## src/rtl/alu_div_seq_pkg.sv

```systemverilog
// Shared EXU divider definitions: datapath width, iteration counts, FSM encoding.
package alu_div_seq_pkg;
    localparam int XLEN    = 64;
    localparam int DIV_N64 = 64;
    localparam int DIV_N32 = 32;
    localparam int CNT_W   = 6;

    typedef enum logic [1:0] {
        DIV_IDLE = 2'd0,
        DIV_CALC = 2'd1,
        DIV_FIX  = 2'd2,
        DIV_DONE = 2'd3
    } div_state_e;

    function automatic logic [XLEN-1:0] sext32(input logic [31:0] v);
        return {{(XLEN-32){v[31]}}, v};
    endfunction
endpackage

```

## src/rtl/alu_div_seq_if.sv

```systemverilog
// Request/result handshake between EXU issue and the sequential divider.
interface alu_div_seq_if
    import alu_div_seq_pkg::*;
();
    logic            div_valid_i;
    logic            div_ready_o;
    logic            signed_valid_i;
    logic            div32_valid_i;
    logic [XLEN-1:0] sr1_data_i;
    logic [XLEN-1:0] sr2_data_i;
    logic            out_valid_o;
    logic            out_ready_i;
    logic [XLEN-1:0] div_out_o;
    logic [XLEN-1:0] rem_out_o;

    modport master (
        output div_valid_i, signed_valid_i, div32_valid_i, sr1_data_i, sr2_data_i, out_ready_i,
        input  div_ready_o, out_valid_o, div_out_o, rem_out_o
    );
    modport slave (
        input  div_valid_i, signed_valid_i, div32_valid_i, sr1_data_i, sr2_data_i, out_ready_i,
        output div_ready_o, out_valid_o, div_out_o, rem_out_o
    );
endinterface

```

## src/rtl/alu_div_step.sv

```systemverilog
// One radix-2 restoring step: shift in a dividend bit, trial-subtract the divisor.
module alu_div_step
    import alu_div_seq_pkg::*;
(
    input  logic [XLEN:0]   rem_i,
    input  logic            dvd_msb_i,
    input  logic [XLEN-1:0] dsr_i,
    input  logic            w32_i,
    output logic [XLEN:0]   rem_o,
    output logic            q_bit_o
);
    logic [XLEN+1:0] sh;
    logic [XLEN+1:0] diff;

    always_comb begin
        sh      = w32_i ? {{(XLEN-31){1'b0}}, rem_i[31:0], dvd_msb_i} : {rem_i, dvd_msb_i};
        diff    = sh - {2'b00, dsr_i};
        // no borrow out of the trial subtract means rem' >= divisor
        q_bit_o = ~diff[XLEN+1];
        rem_o   = q_bit_o ? diff[XLEN:0] : sh[XLEN:0];
    end
endmodule

```

## src/rtl/alu_div_seq.sv

```systemverilog
// RV64M sequential divider: special cases resolved at accept, magnitudes iterated, signs fixed last.
module alu_div_seq
    import alu_div_seq_pkg::*;
(
    input  logic          clk,
    input  logic          rst,
    input  logic          flush_i,
    alu_div_seq_if.slave  bus
);
    div_state_e      state_q, state_d;
    logic [CNT_W-1:0] cnt_q, cnt_d;
    logic [XLEN-1:0] dvd_q, dvd_d;
    logic [XLEN-1:0] dsr_q, dsr_d;
    logic [XLEN:0]   rem_q, rem_d;
    logic            w32_q, w32_d;
    logic            q_neg_q, q_neg_d;
    logic            r_neg_q, r_neg_d;
    logic            out_valid_q, out_valid_d;
    logic [XLEN-1:0] div_out_q, div_out_d;
    logic [XLEN-1:0] rem_out_q, rem_out_d;

    logic [XLEN-1:0] op_a, op_b, abs_a, abs_b, res_a, min_neg;
    logic [XLEN-1:0] q_raw, q_fix, r_raw, r_fix;
    logic            sign_a, sign_b, div_zero, ovf;
    logic [XLEN:0]   step_rem;
    logic            step_q;

    alu_div_step u_step (
        .rem_i     (rem_q),
        .dvd_msb_i (w32_q ? dvd_q[31] : dvd_q[XLEN-1]),
        .dsr_i     (dsr_q),
        .w32_i     (w32_q),
        .rem_o     (step_rem),
        .q_bit_o   (step_q)
    );

    always_comb begin
        // Word ops see only the low half, extended per signedness for the magnitude path.
        op_a = bus.sr1_data_i;
        op_b = bus.sr2_data_i;
        if (bus.div32_valid_i) begin
            op_a = bus.signed_valid_i ? sext32(bus.sr1_data_i[31:0])
                                      : {{(XLEN-32){1'b0}}, bus.sr1_data_i[31:0]};
            op_b = bus.signed_valid_i ? sext32(bus.sr2_data_i[31:0])
                                      : {{(XLEN-32){1'b0}}, bus.sr2_data_i[31:0]};
        end
        res_a    = bus.div32_valid_i ? sext32(bus.sr1_data_i[31:0]) : bus.sr1_data_i;
        min_neg  = bus.div32_valid_i ? sext32(32'h8000_0000) : {1'b1, {(XLEN-1){1'b0}}};
        sign_a   = bus.signed_valid_i & op_a[XLEN-1];
        sign_b   = bus.signed_valid_i & op_b[XLEN-1];
        abs_a    = sign_a ? -op_a : op_a;
        abs_b    = sign_b ? -op_b : op_b;
        div_zero = (op_b == '0);
        ovf      = bus.signed_valid_i && (op_a == min_neg) && (op_b == '1);

        q_raw = w32_q ? {{(XLEN-32){1'b0}}, dvd_q[31:0]} : dvd_q;
        r_raw = w32_q ? {{(XLEN-32){1'b0}}, rem_q[31:0]} : rem_q[XLEN-1:0];
        q_fix = q_neg_q ? -q_raw : q_raw;
        r_fix = r_neg_q ? -r_raw : r_raw;

        state_d     = state_q;
        cnt_d       = cnt_q;
        dvd_d       = dvd_q;
        dsr_d       = dsr_q;
        rem_d       = rem_q;
        w32_d       = w32_q;
        q_neg_d     = q_neg_q;
        r_neg_d     = r_neg_q;
        out_valid_d = out_valid_q;
        div_out_d   = div_out_q;
        rem_out_d   = rem_out_q;

        unique case (state_q)
            DIV_IDLE: begin
                if (bus.div_valid_i) begin
                    w32_d = bus.div32_valid_i;
                    if (div_zero) begin
                        div_out_d   = '1;
                        rem_out_d   = res_a;
                        out_valid_d = 1'b1;
                        state_d     = DIV_DONE;
                    end else if (ovf) begin
                        div_out_d   = res_a;
                        rem_out_d   = '0;
                        out_valid_d = 1'b1;
                        state_d     = DIV_DONE;
                    end else begin
                        dvd_d   = abs_a;
                        dsr_d   = abs_b;
                        rem_d   = '0;
                        q_neg_d = sign_a ^ sign_b;
                        r_neg_d = sign_a;
                        cnt_d   = bus.div32_valid_i ? CNT_W'(DIV_N32 - 1) : CNT_W'(DIV_N64 - 1);
                        state_d = DIV_CALC;
                    end
                end
            end
            DIV_CALC: begin
                rem_d = step_rem;
                dvd_d = {dvd_q[XLEN-2:0], step_q};
                if (cnt_q == '0) state_d = DIV_FIX;
                else             cnt_d   = cnt_q - 1'b1;
            end
            DIV_FIX: begin
                div_out_d   = w32_q ? sext32(q_fix[31:0]) : q_fix;
                rem_out_d   = w32_q ? sext32(r_fix[31:0]) : r_fix;
                out_valid_d = 1'b1;
                state_d     = DIV_DONE;
            end
            DIV_DONE: begin
                if (bus.out_ready_i) begin
                    out_valid_d = 1'b0;
                    state_d     = DIV_IDLE;
                end
            end
            default: state_d = DIV_IDLE;
        endcase

        // Redirect wins over everything, including a request or result handshake this cycle.
        if (flush_i) begin
            state_d     = DIV_IDLE;
            out_valid_d = 1'b0;
        end
    end

    always_ff @(posedge clk) begin
        if (rst) begin
            state_q     <= DIV_IDLE;
            cnt_q       <= '0;
            dvd_q       <= '0;
            dsr_q       <= '0;
            rem_q       <= '0;
            w32_q       <= 1'b0;
            q_neg_q     <= 1'b0;
            r_neg_q     <= 1'b0;
            out_valid_q <= 1'b0;
            div_out_q   <= '0;
            rem_out_q   <= '0;
        end else begin
            state_q     <= state_d;
            cnt_q       <= cnt_d;
            dvd_q       <= dvd_d;
            dsr_q       <= dsr_d;
            rem_q       <= rem_d;
            w32_q       <= w32_d;
            q_neg_q     <= q_neg_d;
            r_neg_q     <= r_neg_d;
            out_valid_q <= out_valid_d;
            div_out_q   <= div_out_d;
            rem_out_q   <= rem_out_d;
        end
    end

    assign bus.div_ready_o = (state_q == DIV_IDLE);
    assign bus.out_valid_o = out_valid_q;
    assign bus.div_out_o   = div_out_q;
    assign bus.rem_out_o   = rem_out_q;
endmodule

```

## src/flat_wrapper.sv

```systemverilog
// flat-port wrapper written by rule: the top's interface ports become plain ports
module alu_div_seq_flat import alu_div_seq_pkg::*;
  (clk, rst, flush_i, bus_div_valid_i, bus_signed_valid_i, bus_div32_valid_i, bus_sr1_data_i, bus_sr2_data_i, bus_out_ready_i, bus_div_ready_o, bus_out_valid_o, bus_div_out_o, bus_rem_out_o);
  alu_div_seq_if bus_i ();
  input  logic clk;
  input  logic rst;
  input  logic flush_i;
  input wire logic [$bits(bus_i.div_valid_i)-1:0] bus_div_valid_i;
  input wire logic [$bits(bus_i.signed_valid_i)-1:0] bus_signed_valid_i;
  input wire logic [$bits(bus_i.div32_valid_i)-1:0] bus_div32_valid_i;
  input wire logic [$bits(bus_i.sr1_data_i)-1:0] bus_sr1_data_i;
  input wire logic [$bits(bus_i.sr2_data_i)-1:0] bus_sr2_data_i;
  input wire logic [$bits(bus_i.out_ready_i)-1:0] bus_out_ready_i;
  output wire logic [$bits(bus_i.div_ready_o)-1:0] bus_div_ready_o;
  output wire logic [$bits(bus_i.out_valid_o)-1:0] bus_out_valid_o;
  output wire logic [$bits(bus_i.div_out_o)-1:0] bus_div_out_o;
  output wire logic [$bits(bus_i.rem_out_o)-1:0] bus_rem_out_o;
  assign bus_i.div_valid_i = bus_div_valid_i;
  assign bus_i.signed_valid_i = bus_signed_valid_i;
  assign bus_i.div32_valid_i = bus_div32_valid_i;
  assign bus_i.sr1_data_i = bus_sr1_data_i;
  assign bus_i.sr2_data_i = bus_sr2_data_i;
  assign bus_i.out_ready_i = bus_out_ready_i;
  assign bus_div_ready_o = bus_i.div_ready_o;
  assign bus_out_valid_o = bus_i.out_valid_o;
  assign bus_div_out_o = bus_i.div_out_o;
  assign bus_rem_out_o = bus_i.rem_out_o;
  alu_div_seq u_core (.clk(clk), .rst(rst), .flush_i(flush_i), .bus(bus_i));
endmodule
```

## config.mk

```make
export PLATFORM = sky130hd
export DESIGN_NAME = alu_div_seq_flat
export DESIGN_NICKNAME = d
export VERILOG_FILES = /design/src/rtl/alu_div_seq_pkg.sv /design/src/rtl/alu_div_seq_if.sv /design/src/rtl/alu_div_step.sv /design/src/rtl/alu_div_seq.sv /design/src/flat_wrapper.sv
export SDC_FILE = /design/constraint.sdc
export NUM_CORES = 1
export LEC_CHECK = 0
export CORE_MARGIN = 4
export CORE_UTILIZATION = 36
export DETAILED_ROUTE_END_ITERATION = 16
export SLEW_MARGIN = 20
export SYNTH_ARGS = -nofsm -noshare
export SYNTH_HDL_FRONTEND = slang
export SYNTH_SLANG_ARGS = --single-unit
```

## constraint.sdc

```tcl
create_clock -name clk -period 6.34 [get_ports clk]
set_input_delay 1.585 -clock clk [delete_from_list [all_inputs] [get_ports clk]]
set_output_delay 1.585 -clock clk [all_outputs]
set_load 0.02 [all_outputs]
```

==> results of run 1 <==
## flip-flops by register name, indices dropped and copies added, names as in the netlist
| name | flops |
|---|---|
| u_core.rem_q | 65 |
| u_core.bus.div_out_o | 64 |
| u_core.bus.rem_out_o | 64 |
| u_core.dsr_q | 64 |
| u_core.dvd_q | 64 |
| u_core.cnt_q | 6 |
| u_core.state_q | 2 |
| u_core.bus.out_valid_o | 1 |
| u_core.q_neg_q | 1 |
| u_core.r_neg_q | 1 |
| u_core.w32_q | 1 |
## worst min-delay path by stage
stage | slack [ns] | startpoint | to | depth (start not counted)
after floorplan | 0.43 | u_core.dsr_q[32] | u_core.dsr_q[32] | 2
after global placement | 0.44 | u_core.bus.div_out_o[2] | u_core.bus.div_out_o[2] | 2
after detailed placement | 0.44 | u_core.dsr_q[55] | u_core.dsr_q[55] | 2
after CTS | 0.45 | u_core.dsr_q[55] | u_core.dsr_q[55] | 2
after global routing | 0.47 | u_core.bus.div_out_o[10] | u_core.bus.div_out_o[10] | 2
final | 0.45 | u_core.dsr_q[55] | u_core.dsr_q[55] | 2
## cell type report
class,count,area share
antenna,1,0.0000851
clock buffer,57,0.0406
clock inverter,15,0.00374
inverter,110,0.0140
multi-input combinational,2710,0.565
sequential,333,0.227
tap,873,0.0371
timing repair buffer,340,0.112
## layer usage
layer / track usage / wire length (um) / up-vias
met5: 0 / 0 / -
met1: 0.351 / 43600 / 12267
met3: 0.0389 / 7050 / 171
met2: 0.409 / 43800 / 1007
met4: 0.0875 / 3470 / 0
li1: - / - / 12545
## cell usage in the layout (no fill, tap or decap), types with 20 or more instances in the layout
master           count
nand4_1             42
nand2_1            402
o21ai_0            258
a21oi_1            322
o22ai_1             20
nand2b_1            24
nor4_1              31
clkbuf_16           40
or2_2               22
nor2b_1             40
mux2i_1             24
o41ai_1             40
o221ai_1            20
xnor2_1            146
nor3_1             104
nand3_1             31
xor2_1             154
a211oi_1            63
clkdlybuf4s50_1    262
nor2_1             374
o211ai_1            38
ha_1                73
dfxtp_1            330
inv_1              108
a21o_1              48
or4_1               38
buf_4               69
o31ai_1             53
a31oi_1             21
a221oi_1            44
or3_1               38
## synth_stat cells (44+ instances only)
| cell | number |
|---|---|
| nand2_1 | 403 |
| nor2_1 | 374 |
| dfxtp_1 | 333 |
| a21oi_1 | 323 |
| o21ai_0 | 258 |
| clkbuf_1 | 195 |
| xor2_1 | 154 |
| xnor2_1 | 146 |
| inv_1 | 109 |
| nor3_1 | 104 |
| ha_1 | 75 |
| a211oi_1 | 63 |
| o31ai_1 | 53 |
| a21o_1 | 49 |
| a221oi_1 | 44 |
## kinds of logic (layout without fill, tap and decap cells)
kind of cell	Yosys count	after routing	synth area share
xor gates and xnor gates	300	300	0.107
muxes	28	28	0.0116
DFF	333	333	0.271
adders and majority gates	78	78	0.0397
AOI/OAI and AO/OA	1101	1101	0.288
and+or+nand+nor	1203	1203	0.226
other	0	1	0
buffers and inverters	353	522	0.0573
## worst min-delay path: cells and delay by family (launching register included)
| kind | cells | cell delay (ns) |
|---|---|---|
| compound gates | 1 | 0.05 |
| flops | 1 | 0.30 |
| simple gates | 1 | 0.05 |
## report_power, final
group          internal (W)  leakage [nW]  switching [W]  total, W
Clock               0.00132         0.652       0.000987   0.00231
Sequential          0.00218          2.71       0.000101   0.00228
Combinational      0.000484          7.77       0.000816   0.00130
Total               0.00398          11.1        0.00190   0.00589
## through the flow
step / std cells / hold slack, ns / worst slack, ns / instance area (sq um)
2_1_floorplan: 3396 / 0.432 / 1.70 / 24600
3_5_place_dp: 4365 / 0.445 / 0.376 / 28100
6_report: 4439 / 0.449 / 0.925 / 29400
3_3_place_gp: 4365 / 0.440 / 0.438 / 28100
4_1_cts: 4437 / 0.452 / 0.994 / 29400
5_1_grt: 4438 / 0.468 / 0.713 / 29400
==> results.tsv, run 1 <==
stage	metric	value	unit
run_status	status	finished, final reports clean	
setup_path	CP Capture Type	flop	
layout	Final nets	3746	
setup_path	crit path to	u_core.bus.div_out_o[54]	
power	PwrDens	200	mW/mm^2
cts	clock tree sinks	333	
timing	setup tns final	0	ns
cts	Clock Tree Root	clkbuf_16	
job	maxcap violations	0	
drt	Vias	25990	
floorplanning	Die W	270	um
power	Tot Pwr	0.00589	W
setup_path	most frequent CP cell	or4_1	
synthesis	syn_area_per_cell	7.25	sq um
timing	Max Clock Freq	185	MHz
timing	Finish-stage setup viols	0	
global_route	vias in the first global route	24106	
setup_path	slowest stage cell, crit path	or4_1	
synthesis	Syn Nets	3607	
cts	Resized Gates After CTS	0	
synthesis	post-synth cell types	86	
setup_path	slowest cell delay on critical path	0.61	ns
setup_path	WP data required	6.86	ns
setup_path	R2R setup slack	1.63	ns
synthesis	Mapped Cells	3396	
cts	Clock Latency Late Sink	0.59	ns
layout	layout cells sized above 1	0.0589	
setup_path	worst path arrival time	5.93	ns
global_route	Total GRT Usage	0.255	
timing	Slew HR	0.223	
setup_path	startpoint type of the worst setup path	primary input	
setup_path	worst-case reg-to-reg path depth	12	
worst_hold_path	Worst Hold Class	reg2reg	
floorplanning	FP Rows	95	
timing	final hold violations	0	
global_route	initial antenna violation count	1	
timing	Least-Margin Pin Slew	1.16	ns
placed_design	Buffers on Ports	264	
synthesis	mapped cell area	0.0246	sq mm
setup_path	worst r2r src	u_core.w32_q	
layout	Core Util, Final	0.436	
timing	min Tclk post-route	5.41	ns
power	Leak	11.1	nW
cts	CTS tree	done	
timing	unrepaired setup endpoints after global routing	false	
setup_path	Worst R2R End	u_core.rem_q[16]	
setup_path	Worst Setup SP	bus_sr1_data_i[33]	
drt	first-pass iteration count of the detailed router	6	
setup_path	Top Family by Delay on Critical Path	simple AND/OR/NAND/NOR gates	
layout	Syn-to-layout area delta	19.4	%
cts	maximum clock insertion buffer count	3	
synthesis	share of the synthesized area in the top cell type	0.271	
synthesis	Synth area leader	dfxtp_1	
timing	crit share post-route	0.854	
power	VDD IR max	0.000177	V
synthesis	number of enable flip-flop cells after synthesis	0	
placed_design	DPL Wire Length	75.1	mm
setup_path	CP Class	in2reg	
synthesis	Post-synth top flop	dfxtp_1	
synthesis	Syn. warnings	0	
drt	Via density	5.85	
setup_path	instance count on the critical path	12	
drt	Avg WL per Cell	22.1	um
setup_path	crit path buf inv count	3	
synthesis	ys async rst share	0	
global_route	largest net degree at the start of global routing	108	
setup_path	CP max FO	66	
synthesis	Yosys reg bits	333	
layout	area occupied by multi-input gates	0.0166	sq mm
cts	# hold bufs at CTS	0	
floorplanning	core area	0.0675	sq mm
synthesis	post-synthesis sequential area ratio	0.271	
synthesis	leading post-synthesis cells by cell area	dfxtp_1 27%, a21oi_1 6.6%, nand2_1 6.1%, nor2_1 5.7%, xor2_1 5.5%	
setup_path	crit path cell chain	clkdlybuf4s50_1 -> or4_1 -> or4_1 -> or4_1 -> a2111oi_4 -> nor2_1 -> nor2_1 -> a21o_4 -> buf_12 -> and2_1 -> buf_4 -> a32o_1	
floorplanning	Initial Utilization	0.365	
floorplanning	IO Count	265	
floorplanning	Die Height	270	um
floorplanning	die area	0.0727	sq mm
drt	Starting DRT DRC Count	2472	
cts	post-CTS setup buffer count	0	
placed_design	GP Congestion	0.955	
cts	number of buffers created by CTS	40	
layout	sequential cell area	0.00667	sq mm
timing	Slew Viols, Final	0	
cts	CTS H-tree depth	2	
timing	Clock Skews	0.0266	ns
layout	filler cell count	6948	
global_route	total grt overflow	0	
cts	Reg clk slew, reported paths	0.06	ns
drt	Total Wirelength	97.9	mm
drt	drt drc	0	
global_route	global-route wire length before repair	149	mm
drt	Post-DRT Antenna Nets	0	
(Power assumes the default switching activity.)
==> run 2, diff against run 1 <==
CORE_UTILIZATION = 50   (was 36)
GPL_ROUTABILITY_DRIVEN = 0   (was default)
PLACE_DENSITY = 0.72   (was default)
==> run 2 against run 1 <==
Against the previous run: power is 1.6% lower; count of clock-buffer cells in the layout fell by 6; core utilization increased by 16 points; critical path type unchanged; critical endpoint is now u_core.bus.rem_out_o[58]; highest routed layer is now met5.
==> results.tsv, run 2 (same netlist as run 1, synthesis figures left out) <==
stage	metric	value	unit	change
floorplanning	IO Count	265		unchanged
timing	Least-Margin Pin Slew	1.05	ns	-0.106 ns
setup_path	CP Capture Type	flop		
drt	Avg WL per Cell	21.8	um	-1.0%
cts	CTS H-tree depth	2		unchanged
drt	first-pass iteration count of the detailed router	6		unchanged
drt	Starting DRT DRC Count	3379		+37%
layout	area occupied by multi-input gates	0.0166	sq mm	about the same
timing	Clock Skews	0.0317	ns	+0.00515 ns
layout	Final nets	3725		-0.56%
timing	Max Clock Freq	179	MHz	-3.3%
drt	Post-DRT Antenna Nets	0		unchanged
cts	Resized Gates After CTS	0		unchanged
timing	setup tns final	0	ns	unchanged
floorplanning	die area	0.0529	sq mm	-27%
global_route	Total GRT Usage	0.329		+0.0736
setup_path	crit path cell chain	clkdlybuf4s50_1 -> or4_1 -> nor4_1 -> nand4_1 -> a2111oi_4 -> buf_4 -> nor2_1 -> nor2_1 -> a21o_4 -> nand2_1 -> a221oi_1 -> nor3_1		
setup_path	Top Family by Delay on Critical Path	simple AND/OR/NAND/NOR gates		
power	VDD IR max	0.000161	V	-9.1%
setup_path	most frequent CP cell	nor2_1		
setup_path	slowest stage cell, crit path	or4_1		
placed_design	pre-CTS WS	0.294	ns	-0.0822 ns
global_route	largest net degree at the start of global routing	105		-2.8%
global_route	total grt overflow	0		unchanged
cts	Clock Latency Late Sink	0.58	ns	about the same
timing	crit share post-route	0.883		+0.0287
floorplanning	Die Height	230	um	-15%
global_route	vias in the first global route	24813		+2.9%
timing	min Tclk post-route	5.60	ns	+0.182 ns
timing	unrepaired setup endpoints after global routing	false		
power	Leak	11.0	nW	-1.3%
global_route	initial antenna violation count	4		+3
setup_path	crit path buf inv count	2		-1
layout	most flop-heavy register	u_core.rem_q		
cts	number of buffers created by CTS	39		-2.5%
timing	Slew HR	0.289		+0.0661
timing	final hold violations	0		unchanged
timing	Slew Viols, Final	0		unchanged
layout	sequential cell area	0.00667	sq mm	unchanged
drt	drt drc	0		unchanged
floorplanning	Die W	230	um	-15%
cts	# hold bufs at CTS	0		unchanged
setup_path	worst path arrival time	6.02	ns	+0.09 ns
layout	Largest register FFs	65		unchanged
placed_design	DPL Wire Length	70.0	mm	-6.9%
cts	post-CTS setup buffer count	0		unchanged
setup_path	WP data required	6.76	ns	-0.10 ns
layout	layout cells sized above 1	0.0528		-0.00614
job	maxcap violations	0		unchanged
layout	commonest non-fill, non-tap cell in the layout	nand2_1		
cts	maximum clock insertion buffer count	3		unchanged
setup_path	slowest cell delay on critical path	0.81	ns	+0.20 ns
drt	Via density	6.40		+9.3%
layout	Syn-to-layout area delta	17.3	%	
placed_design	Buffers on Ports	264		unchanged
setup_path	CP max FO	14		-79%
layout	filler cell count	4590		-34%
layout	commonest non-fill, non-tap cells in the layout	402 x nand2_1, 374 x nor2_1, 330 x dfxtp_1		
run_status	status	finished, final reports clean		
cts	clock tree sinks	333		unchanged
worst_hold_path	Worst Hold Class	reg2reg		
drt	Vias	26928		+3.6%
floorplanning	FP Rows	81		-15%
power	PwrDens	200	mW/mm^2	+0.15%
setup_path	startpoint type of the worst setup path	primary input		
cts	Reg clk slew, reported paths	0.06	ns	about the same
cts	CTS tree	done		
floorplanning	Initial Utilization	0.504		+0.139
global_route	global-route wire length before repair	141	mm	-5.2%
setup_path	CP Class	in2reg		
timing	final setup margin	0.743	ns	-0.182 ns
floorplanning	core area	0.0488	sq mm	-28%
drt	Total Wirelength	91.9	mm	-6.1%
cts	Clock Tree Root	clkbuf_16		
timing	Finish-stage setup viols	0		unchanged
run 2: changes by cell type in the layout (fill, tap and decap cells not counted), sizes merged:
cell,delta
buf,-20
clkinv,+1
bufinv,+1
clkinvlp,+2
clkbuf,-6
inv,+1
run 2: metrics by stage:
stage               std cells  utilization  hold slack [ns]  area (sq um)  power, W
floorplan                3396            -            0.432         24600   0.00313
detailed placement       4137        0.566            0.446         27700   0.00357
CTS                      4208        0.591            0.454         28900   0.00577
global placement         4136        0.566            0.441         27600   0.00354
global route             4209        0.592            0.472         28900   0.00599
finish                   4209        0.592            0.452         28900   0.00579
run 2: worst paths after layout:
path	start	to	slack, ns	cells after the start
worst max register to register	u_core.w32_q	u_core.rem_q[7]	1.27	14
worst max-delay path	bus_sr1_data_i[27]	u_core.bus.rem_out_o[58]	0.74	12
worst min register to register	u_core.bus.div_out_o[8]	u_core.bus.div_out_o[8]	0.45	2
worst min-delay path	u_core.bus.div_out_o[8]	u_core.bus.div_out_o[8]	0.45	2
run 2: final cells by class:
type,instances,share of cell area
multi-input cells,2710,0.575
flip-flops and latches,333,0.231
repair buffers,320,0.108
clock buffers,51,0.0374
well taps,664,0.0287
inverters,110,0.0143
clock inverters,20,0.00546
diodes,1,0.0000866
run 2: report_power, final:
| group | switching (W) | internal [W] | leakage (nW) | total (W) |
|---|---|---|---|---|
| clock network | 0.000965 | 0.00125 | 0.611 | 0.00222 |
| registers | 0.000109 | 0.00218 | 2.71 | 0.00229 |
| logic | 0.000810 | 0.000474 | 7.66 | 0.00128 |
run 2: metal layers:
metal  global-route usage  part of all wire
met3               0.0581             0.098
met1                0.426              0.39
met5                    0           0.00058
met4                0.160             0.055
met2                0.531              0.45
run 2: worst reg2reg max path, cell delays in order (launching register included):
cell,delay [ns]
dfxtp_2,0.84
buf_4,0.38
nand2b_1,0.22
inv_1,0.08
ha_1,0.37
a21oi_1,0.22
o21ai_0,0.17
a21oi_1,0.17
o221ai_1,0.18
a21o_1,0.23
a211oi_1,0.67
nand2_2,0.64
buf_4,0.42
o31a_1,0.29
o21ai_0,0.12
